<file path="src/rtl/swap_pair_fifo_if.sv">
// Handshake bundle between the swapper, the swap_pair_fifo and its consumer.
// SWAP_PAIR_FIFO_CHECK_EN adds the pre-swap operands and the sticky swap_err flag.
interface swap_pair_fifo_if #(
   parameter int WIDTH = 8,
   parameter int DEPTH = 4
);
   localparam int CW = $clog2(DEPTH) + 1;

   logic             in_valid;
   logic             in_ready;
   logic [WIDTH-1:0] in_a;
   logic [WIDTH-1:0] in_b;
   logic             out_valid;
   logic             out_ready;
   logic [WIDTH-1:0] out_a;
   logic [WIDTH-1:0] out_b;
   logic [CW-1:0]    count;
   logic [CW-1:0]    hwm;
`ifdef SWAP_PAIR_FIFO_CHECK_EN
   logic [WIDTH-1:0] orig_a;
   logic [WIDTH-1:0] orig_b;
   logic             swap_err;
`endif

   modport slave (
      input  in_valid, in_a, in_b, out_ready,
`ifdef SWAP_PAIR_FIFO_CHECK_EN
      input  orig_a, orig_b,
      output swap_err,
`endif
      output in_ready, out_valid, out_a, out_b, count, hwm
   );

   modport master (
      output in_valid, in_a, in_b, out_ready,
`ifdef SWAP_PAIR_FIFO_CHECK_EN
      output orig_a, orig_b,
      input  swap_err,
`endif
      input  in_ready, out_valid, out_a, out_b, count, hwm
   );
endinterface

</file>
<file path="src/rtl/swap_pair_fifo.sv">
// Circular FIFO of swapped operand pairs with occupancy and high-water mark.
// Optional swap checker enabled by SWAP_PAIR_FIFO_CHECK_EN.
module swap_pair_fifo #(
   parameter int WIDTH = 8,
   parameter int DEPTH = 4
) (
   input logic             clk,
   input logic             rst,
   swap_pair_fifo_if.slave bus
);
   localparam int            AW   = $clog2(DEPTH);
   localparam int            CW   = $clog2(DEPTH) + 1;
   localparam logic [CW-1:0] FULL = CW'(DEPTH);

   logic [2*WIDTH-1:0] mem_q [DEPTH];
   logic [AW-1:0]      wr_ptr_q, wr_ptr_d;
   logic [AW-1:0]      rd_ptr_q, rd_ptr_d;
   logic [CW-1:0]      count_q, count_d;
   logic [CW-1:0]      hwm_q, hwm_d;
   logic               push_s, pop_s;
   logic               not_full_s, not_empty_s;
   logic [2*WIDTH-1:0] head_s;

   assign not_full_s  = (count_q != FULL);
   assign not_empty_s = (count_q != {CW{1'b0}});
   assign head_s      = mem_q[rd_ptr_q];

   assign bus.in_ready  = not_full_s;
   assign bus.out_valid = not_empty_s;
   assign bus.out_a     = not_empty_s ? head_s[2*WIDTH-1:WIDTH] : {WIDTH{1'b0}};
   assign bus.out_b     = not_empty_s ? head_s[WIDTH-1:0]       : {WIDTH{1'b0}};
   assign bus.count     = count_q;
   assign bus.hwm       = hwm_q;

   // Next-state for pointers, occupancy and high-water mark.
   always_comb begin
      push_s   = bus.in_valid & not_full_s;
      pop_s    = bus.out_ready & not_empty_s;
      wr_ptr_d = wr_ptr_q;
      rd_ptr_d = rd_ptr_q;
      count_d  = count_q;
      if (push_s) begin
         wr_ptr_d = wr_ptr_q + AW'(1);
      end else begin
         wr_ptr_d = wr_ptr_q;
      end
      if (pop_s) begin
         rd_ptr_d = rd_ptr_q + AW'(1);
      end else begin
         rd_ptr_d = rd_ptr_q;
      end
      case ({push_s, pop_s})
         2'b10:   count_d = count_q + CW'(1);
         2'b01:   count_d = count_q - CW'(1);
         default: count_d = count_q;
      endcase
      if (count_d > hwm_q) begin
         hwm_d = count_d;
      end else begin
         hwm_d = hwm_q;
      end
   end

   // Control state registers.
   always_ff @(posedge clk or posedge rst) begin
      if (rst) begin
         wr_ptr_q <= {AW{1'b0}};
         rd_ptr_q <= {AW{1'b0}};
         count_q  <= {CW{1'b0}};
         hwm_q    <= {CW{1'b0}};
      end else begin
         wr_ptr_q <= wr_ptr_d;
         rd_ptr_q <= rd_ptr_d;
         count_q  <= count_d;
         hwm_q    <= hwm_d;
      end
   end

   // Pair storage; never reset, stale slots are masked by count.
   always_ff @(posedge clk) begin
      if (push_s) begin
         mem_q[wr_ptr_q] <= {bus.in_a, bus.in_b};
      end
   end

`ifdef SWAP_PAIR_FIFO_CHECK_EN
   logic [2*WIDTH-1:0] orig_mem_q [DEPTH];
   logic [2*WIDTH-1:0] orig_head_s;
   logic               swap_err_q, swap_err_d;

   assign orig_head_s  = orig_mem_q[rd_ptr_q];
   assign bus.swap_err = swap_err_q;

   // A correct swap has out_a == orig_b and out_b == orig_a.
   always_comb begin
      swap_err_d = swap_err_q;
      if (pop_s && ((bus.out_a != orig_head_s[WIDTH-1:0]) ||
                    (bus.out_b != orig_head_s[2*WIDTH-1:WIDTH]))) begin
         swap_err_d = 1'b1;
      end else begin
         swap_err_d = swap_err_q;
      end
   end

   // Sticky error flag.
   always_ff @(posedge clk or posedge rst) begin
      if (rst) begin
         swap_err_q <= 1'b0;
      end else begin
         swap_err_q <= swap_err_d;
      end
   end

   // Pre-swap operands stored alongside each pair.
   always_ff @(posedge clk) begin
      if (push_s) begin
         orig_mem_q[wr_ptr_q] <= {bus.orig_a, bus.orig_b};
      end
   end
`endif

endmodule
</file>
<file path="src/flat_wrapper.sv">
// flat-port wrapper written by rule: the top's interface ports become plain ports
module swap_pair_fifo_flat 
#(
   parameter int WIDTH = 8,
   parameter int DEPTH = 4
)
  (clk, rst, bus_in_valid, bus_in_a, bus_in_b, bus_out_ready, bus_in_ready, bus_out_valid, bus_out_a, bus_out_b, bus_count, bus_hwm);
  swap_pair_fifo_if #(.WIDTH(WIDTH), .DEPTH(DEPTH)) bus_i ();
  input logic clk;
  input logic rst;
  input wire logic [$bits(bus_i.in_valid)-1:0] bus_in_valid;
  input wire logic [$bits(bus_i.in_a)-1:0] bus_in_a;
  input wire logic [$bits(bus_i.in_b)-1:0] bus_in_b;
  input wire logic [$bits(bus_i.out_ready)-1:0] bus_out_ready;
  output wire logic [$bits(bus_i.in_ready)-1:0] bus_in_ready;
  output wire logic [$bits(bus_i.out_valid)-1:0] bus_out_valid;
  output wire logic [$bits(bus_i.out_a)-1:0] bus_out_a;
  output wire logic [$bits(bus_i.out_b)-1:0] bus_out_b;
  output wire logic [$bits(bus_i.count)-1:0] bus_count;
  output wire logic [$bits(bus_i.hwm)-1:0] bus_hwm;
  assign bus_i.in_valid = bus_in_valid;
  assign bus_i.in_a = bus_in_a;
  assign bus_i.in_b = bus_in_b;
  assign bus_i.out_ready = bus_out_ready;
  assign bus_in_ready = bus_i.in_ready;
  assign bus_out_valid = bus_i.out_valid;
  assign bus_out_a = bus_i.out_a;
  assign bus_out_b = bus_i.out_b;
  assign bus_count = bus_i.count;
  assign bus_hwm = bus_i.hwm;
  swap_pair_fifo #(.WIDTH(WIDTH), .DEPTH(DEPTH)) u_core (.clk(clk), .rst(rst), .bus(bus_i));
endmodule
</file>
<file path="config.mk">
export PLATFORM = sky130hd
export DESIGN_NAME = swap_pair_fifo_flat
export DESIGN_NICKNAME = d
export VERILOG_FILES = /design/src/rtl/swap_pair_fifo_if.sv /design/src/rtl/swap_pair_fifo.sv /design/src/flat_wrapper.sv
export SDC_FILE = /design/constraint.sdc
export NUM_CORES = 1
export LEC_CHECK = 0
export CAP_MARGIN = 20
export CORE_ASPECT_RATIO = 1.75
export CORE_MARGIN = 2
export CORE_UTILIZATION = 40
export DETAILED_ROUTE_END_ITERATION = 12
export GPL_TIMING_DRIVEN = 0
export HOLD_SLACK_MARGIN = 0.08
export PLACE_DENSITY_LB_ADDON = 0.3
export SETUP_SLACK_MARGIN = 0.5
export SYNTH_ARGS = -nofsm -noshare
export SYNTH_HDL_FRONTEND = slang
export SYNTH_SLANG_ARGS = --single-unit
</file>
<file path="constraint.sdc">
create_clock -name clk -period 8.34 [get_ports clk]
set_clock_uncertainty 0.1 [all_clocks]
set_input_delay 1.668 -clock clk [delete_from_list [all_inputs] [get_ports clk]]
set_output_delay 1.668 -clock clk [all_outputs]
set_load 0.02 [all_outputs]
</file>
**Yosys cells after proc, flatten, opt, wreduce, memory -nomap -nowiden**

Memories as Yosys holds them, arrays and structs flattened.
Index checks and enable logic that the tools add are counted.

- Register bits: 10
- RAM bits: 64
- Input bits: 20
- Output and inout port bits: 24
- Word-level logic and storage cells: 21
- Memories: 1

Memories:

| memory | depth | width | rd ports | clocked after memory_dff | wr ports | line | text |
|---|---|---|---|---|---|---|---|
| u_core.mem_q | 4 | 16 | 1 | 0 | 1 | swap_pair_fifo.sv:15 | `logic [2*WIDTH-1:0] mem_q [DEPTH];` |

- Add/sub/neg operators: 4
- $lt $le $gt $ge: 1
- Equal/unequal tests: 3
- Multiplexer cells: 5
- Bitwise gates (word level): 2
- Reductions and logical operators: 1

Operator list:

| kind | count |
|---|---|
| 8-bit two-way mux | 2 |
| 3-bit one-hot mux with 2 select lines | 1 |
| 2-bit by 1-bit adder with 2-bit output (second input constant) | 2 |
| 3-bit by 1-bit adder with 3-bit output (second input constant) | 1 |
| 3-bit > comparator | 1 |
| 3-bit != test (second input constant) | 1 |
| 3-bit nonzero test | 1 |
| 3-bit by 1-bit subtractor with 3-bit output (second input constant) | 1 |
| 1-bit bitwise AND | 2 |
| 2-bit by 1-bit equality test with 1-bit output (second input constant) | 1 |
| 2-bit equality test (second input constant) | 1 |
| 1-bit two-way mux | 2 |

**Depth between registers and ports, before layout**

- Word-level depth: 5
- Mapped depth: 12
- Gate-level depth less buffers: 12

**Worst setup path after synthesis**

No wires, ideal clock.

- Kind: in2reg
- Start point: input port bus_in_valid
- End point: register u_core.hwm_q[0], in the netlist u_core.bus.hwm[0]
- Library setup time: 0.125 ns
- Arrival: 3.902 ns
- Data required time: 8.115 ns
- Path slack: 4.213 ns
- Stages on the path: 11
- Path buffers: 0
- Cell sequence: and2_4 inv_1 ha_1 fa_1 xnor2_1 nor2_1 xor2_1 ha_1 and3_1 a21oi_1 mux2_2

- Longest elaborated chain between the ends: 4
- Elaborated cells between the ends (all ways): 5
- Those cells by class: 1 x order compare; 2 x eq/ne; 1 x mux; 1 x bitwise

Ends and longest elaborated chain:

| item | line | text |
|---|---|---|
| from (decl) | flat_wrapper.sv:11 | `input wire logic [$bits(bus_i.in_valid)-1:0] bus_in_valid;` |
| 1-bit bitwise AND (*) | swap_pair_fifo.sv:37 | `push_s = bus.in_valid & not_full_s;` |
| 2-bit by 1-bit equality test with 1-bit output or 2-bit equality test (tied branches) | swap_pair_fifo.sv:52 | `case ({push_s, pop_s})` |
| 3-bit one-hot mux with 2 select lines (*) | swap_pair_fifo.sv:52 |  |
| net u_core.count_d[2] | swap_pair_fifo.sv:18 | `logic [CW-1:0] count_q, count_d;` |
| 3-bit > comparator (*) | swap_pair_fifo.sv:57 | `if (count_d > hwm_q) begin` |
| to (signal assigned) | swap_pair_fifo.sv:70 | `hwm_q <= {CW{1'b0}};` |
| to (signal assigned) | swap_pair_fifo.sv:75 | `hwm_q <= hwm_d;` |
| to (decl) | swap_pair_fifo.sv:19 | `logic [CW-1:0] hwm_q, hwm_d;` |

The timed path passes the listed nets; every way through them passes the cells marked *.
A chain may end at the register's enable or synchronous reset.

**Worst setup path in the final report**

- Start point: input port bus_in_valid
- End point: register u_core.hwm_q[1], in the netlist u_core.bus.hwm[1]

The elaborated chain is that of the path after synthesis.

==> qor.csv <==
metric;value;unit
outcome;finished, final reports clean;
Final ANT Viol Nets;0;
headroom to the max-slew limit;0.7025;
IO buf count;43;
area grow syn2layout;27.53;%
critical register-to-register path startpoint;u_core.bus.count[2];
Initial DRT Pass Iterations;4;
hold path start;u_core.bus.hwm[1];
internal reg-to-reg setup slack;4540;ps
worst setup path category;in2reg;
CP most frequent cell;ha_1;
clk sinks;74;
Psw;516.0;µW
CP startpoint kind;input port;
period utilisation layout;0.5476;
commonest non-fill, non-tap cells in the layout;edfxtp_1 (64), clkdlybuf4s50_1 (43), and2_1 (17);
clock latency on the worst-skew pair;330;ps
Core Box Area;7462;µm²
commonest non-fill, non-tap cell in the layout;edfxtp_1;
Post-CTS Setup Inserts;0;
Hold-fix buffers, CTS;0;
DR WL/cell;16.93;µm
DRC Markers;0;
reg-to-reg endpoint;u_core.bus.hwm[1];
CP required;8450;ps
Net Sw Frac;0.3157;
final hold slack;441.5;ps
Overflow after GRT;0;
fmax;219.0;MHz
CP Capture Type;register;
Slew Viols, Final;0;
Starting DRT DRC Count;104;
Fin Setup TNS;0;ps
CTS tree;yes;
root buffer cell;clkbuf_16;
Post-synth ARST share;0.1351;
total die area;8365;µm²
largest net degree at the start of global routing;17;
RSZ-0062 raised after global routing;no;
peak supply drop;278.0;µV
vias in the first global route;1597;
Hold Fails Final Rpt;0;
cts repair resizes;0;
Syn. warnings;0;
Pleak;0.001387;µW
Die Span X;70;µm
first-pass GRT wire length;8038;µm
# IOs;44;
Pint;1118;µW
Worst Tran Pin Value;446.3;ps
Core Rows;42;
# diodes;0;
Seq/Total Area, Yosys;0.7124;
Hold Crit Endpoint;u_core.bus.hwm[1];
Sequential Power Share;0.329;
layout cells sized above 1;0.1991;
htree depth;3;
CTS Buffer Depth;2;
initial antenna violation count;0;
Final min period;4567;ps
Die H;119.5;µm
post-synthesis average cell area;19.42;µm²
Pwr Density;420.3;nW/µm²
Reg2Reg Depth;12;
combinational power share;0.438;
setup violators final;0;
top cell type's share of synthesized area;0.6303;
Netlist cell types;27;
Slowest-stage cell, CP;clkdlybuf4s50_1;
Max-Cap Viols;0;
starting density of the core;0.4086;
Final WS setup;3773;ps
Place WS;3420;ps
Synth Instances;157;
clock power share;0.232;
final net count;240;
Worst EP arrival;4680;ps
#FFs+latches synth;74;
Layout fillers;620;
clk slew on worst S/H paths;50;ps
number of synthesized flops with an enable pin;64;
Post-Route WL;5146;µm
min-delay worst type;reg2reg;
via/cell ratio;5.056;
Synth Net Count;186;
hold path cells;1;
All-Layer GR Usage;0.1346;
post-DP HPWL;3510;µm
vias;1537;
total CTS buffers;9;
Critical Path Max Stage Delay;530;ps
Final GP Congestion;0.6860;
Primary FF master, synth;edfxtp_1;
Yosys top cell by area;edfxtp_1;
total power;1634;µW
CP max FO;5;
synthesized area;3049;µm²
worst-path cell chain;clkdlybuf4s50_1, and2_4, inv_1, ha_1, fa_1, xnor2_1, nor2_1, xor2_1, ha_1, and3_1, a21oi_1, mux2_2;
Synth area leaders;edfxtp_1 (63%), mux4_2 (12%), dfrtp_1 (8.2%);
-- synthesized netlist by cell type, types with 2 or more instances --
library cell and instances:
nor2_1 2, and3_2 4, a21oi_1 3, edfxtp_1 64, buf_2 2, clkbuf_1 2, xnor2_1 4, and2_1 17
xor2_1 2, mux2_2 3, ha_1 8, inv_1 7, mux4_2 16, dfrtp_1 10
-- power by group through the flow --
stage | clock network [µW] | registers (µW) | logic, µW
2_1_floorplan | 0 | 553 | 461
3_3_place_gp | 0 | 543 | 726
3_5_place_dp | 0 | 547 | 731
4_1_cts | 387 | 540 | 734
5_1_grt | 403 | 548 | 772
6_report | 380 | 538 | 717
-- through the flow --
| stage | std cells | util | cell area (µm²) |
|---|---|---|---|
| 2_1_floorplan | 157 | - | 3049 |
| 3_3_place_gp | 288 | 0.4811 | 3590 |
| 3_5_place_dp | 288 | 0.4811 | 3590 |
| 4_1_cts | 304 | 0.5211 | 3889 |
| 5_1_grt | 304 | 0.5211 | 3889 |
| 6_report | 304 | 0.5211 | 3889 |
-- how the worst max path moves through the flow --
stage / startpoint / to / slack (ps) / depth (start not counted)
4_1_cts: bus_in_valid / u_core.bus.hwm[0] / 3760 / 12
3_3_place_gp: bus_in_valid / u_core.bus.hwm[1] / 3430 / 12
5_1_grt: bus_in_valid / u_core.bus.hwm[1] / 3660 / 12
3_5_place_dp: bus_in_valid / u_core.bus.hwm[0] / 3420 / 12
6_report: bus_in_valid / u_core.bus.hwm[1] / 3770 / 12
2_1_floorplan: bus_in_valid / u_core.bus.hwm[0] / 4210 / 11
-- layer usage --
metal  part of all wire  global-route usage  wire, µm  vias to the layer above
li1                   -                   -         -                      716
met1               0.39              0.1362      2018                      774
met2               0.54              0.2387      2791                       36
met3              0.040             0.04366       206                       11
met4              0.025             0.07572       129                        0
met5                  0                   0         0                        -
-- flip-flops by register name, indices dropped and copies added, names as in the netlist --
signal	count
u_core.bus.count	3
u_core.bus.hwm	3
u_core.mem_q	64
u_core.rd_ptr_q	2
u_core.wr_ptr_q	2
-- logic make-up after synthesis --
| logic type | after synthesis | share of synthesized area |
|---|---|---|
| adder cells (fa/ha/maj) | 9 | 0.03939 |
| AO/OA/AOI/OAI | 5 | 0.01108 |
| XOR/XNOR | 6 | 0.01723 |
| buffers and inverters | 13 | 0.02052 |
| flip-flops | 74 | 0.7124 |
| multiplexers | 21 | 0.1375 |
| AND/OR/NAND/NOR | 29 | 0.06196 |
-- area by class of cell --
| class | count | area (µm²) | share of cell area |
|---|---|---|---|
| tap | 88 | 110.1 | 0.02831 |
| clock inverter | 2 | 35.03 | 0.009009 |
| timing repair buffer | 43 | 430.4 | 0.1107 |
| inverter | 7 | 26.28 | 0.006757 |
| buffer | 6 | 36.28 | 0.009331 |
| multi-input combinational | 70 | 814.5 | 0.2095 |
| clock buffer | 14 | 264.0 | 0.06789 |
| sequential | 74 | 2172 | 0.5586 |
-- worst max-delay path: cells and delay by family --
kind | cells | cell delay, ps
xor+xnor | 2 | 470
simple gates | 3 | 450
compound gates | 1 | 260
fa+ha+maj | 3 | 890
mux | 1 | 370
buf+inv | 2 | 570
Power figures use the tool's default switching activity.
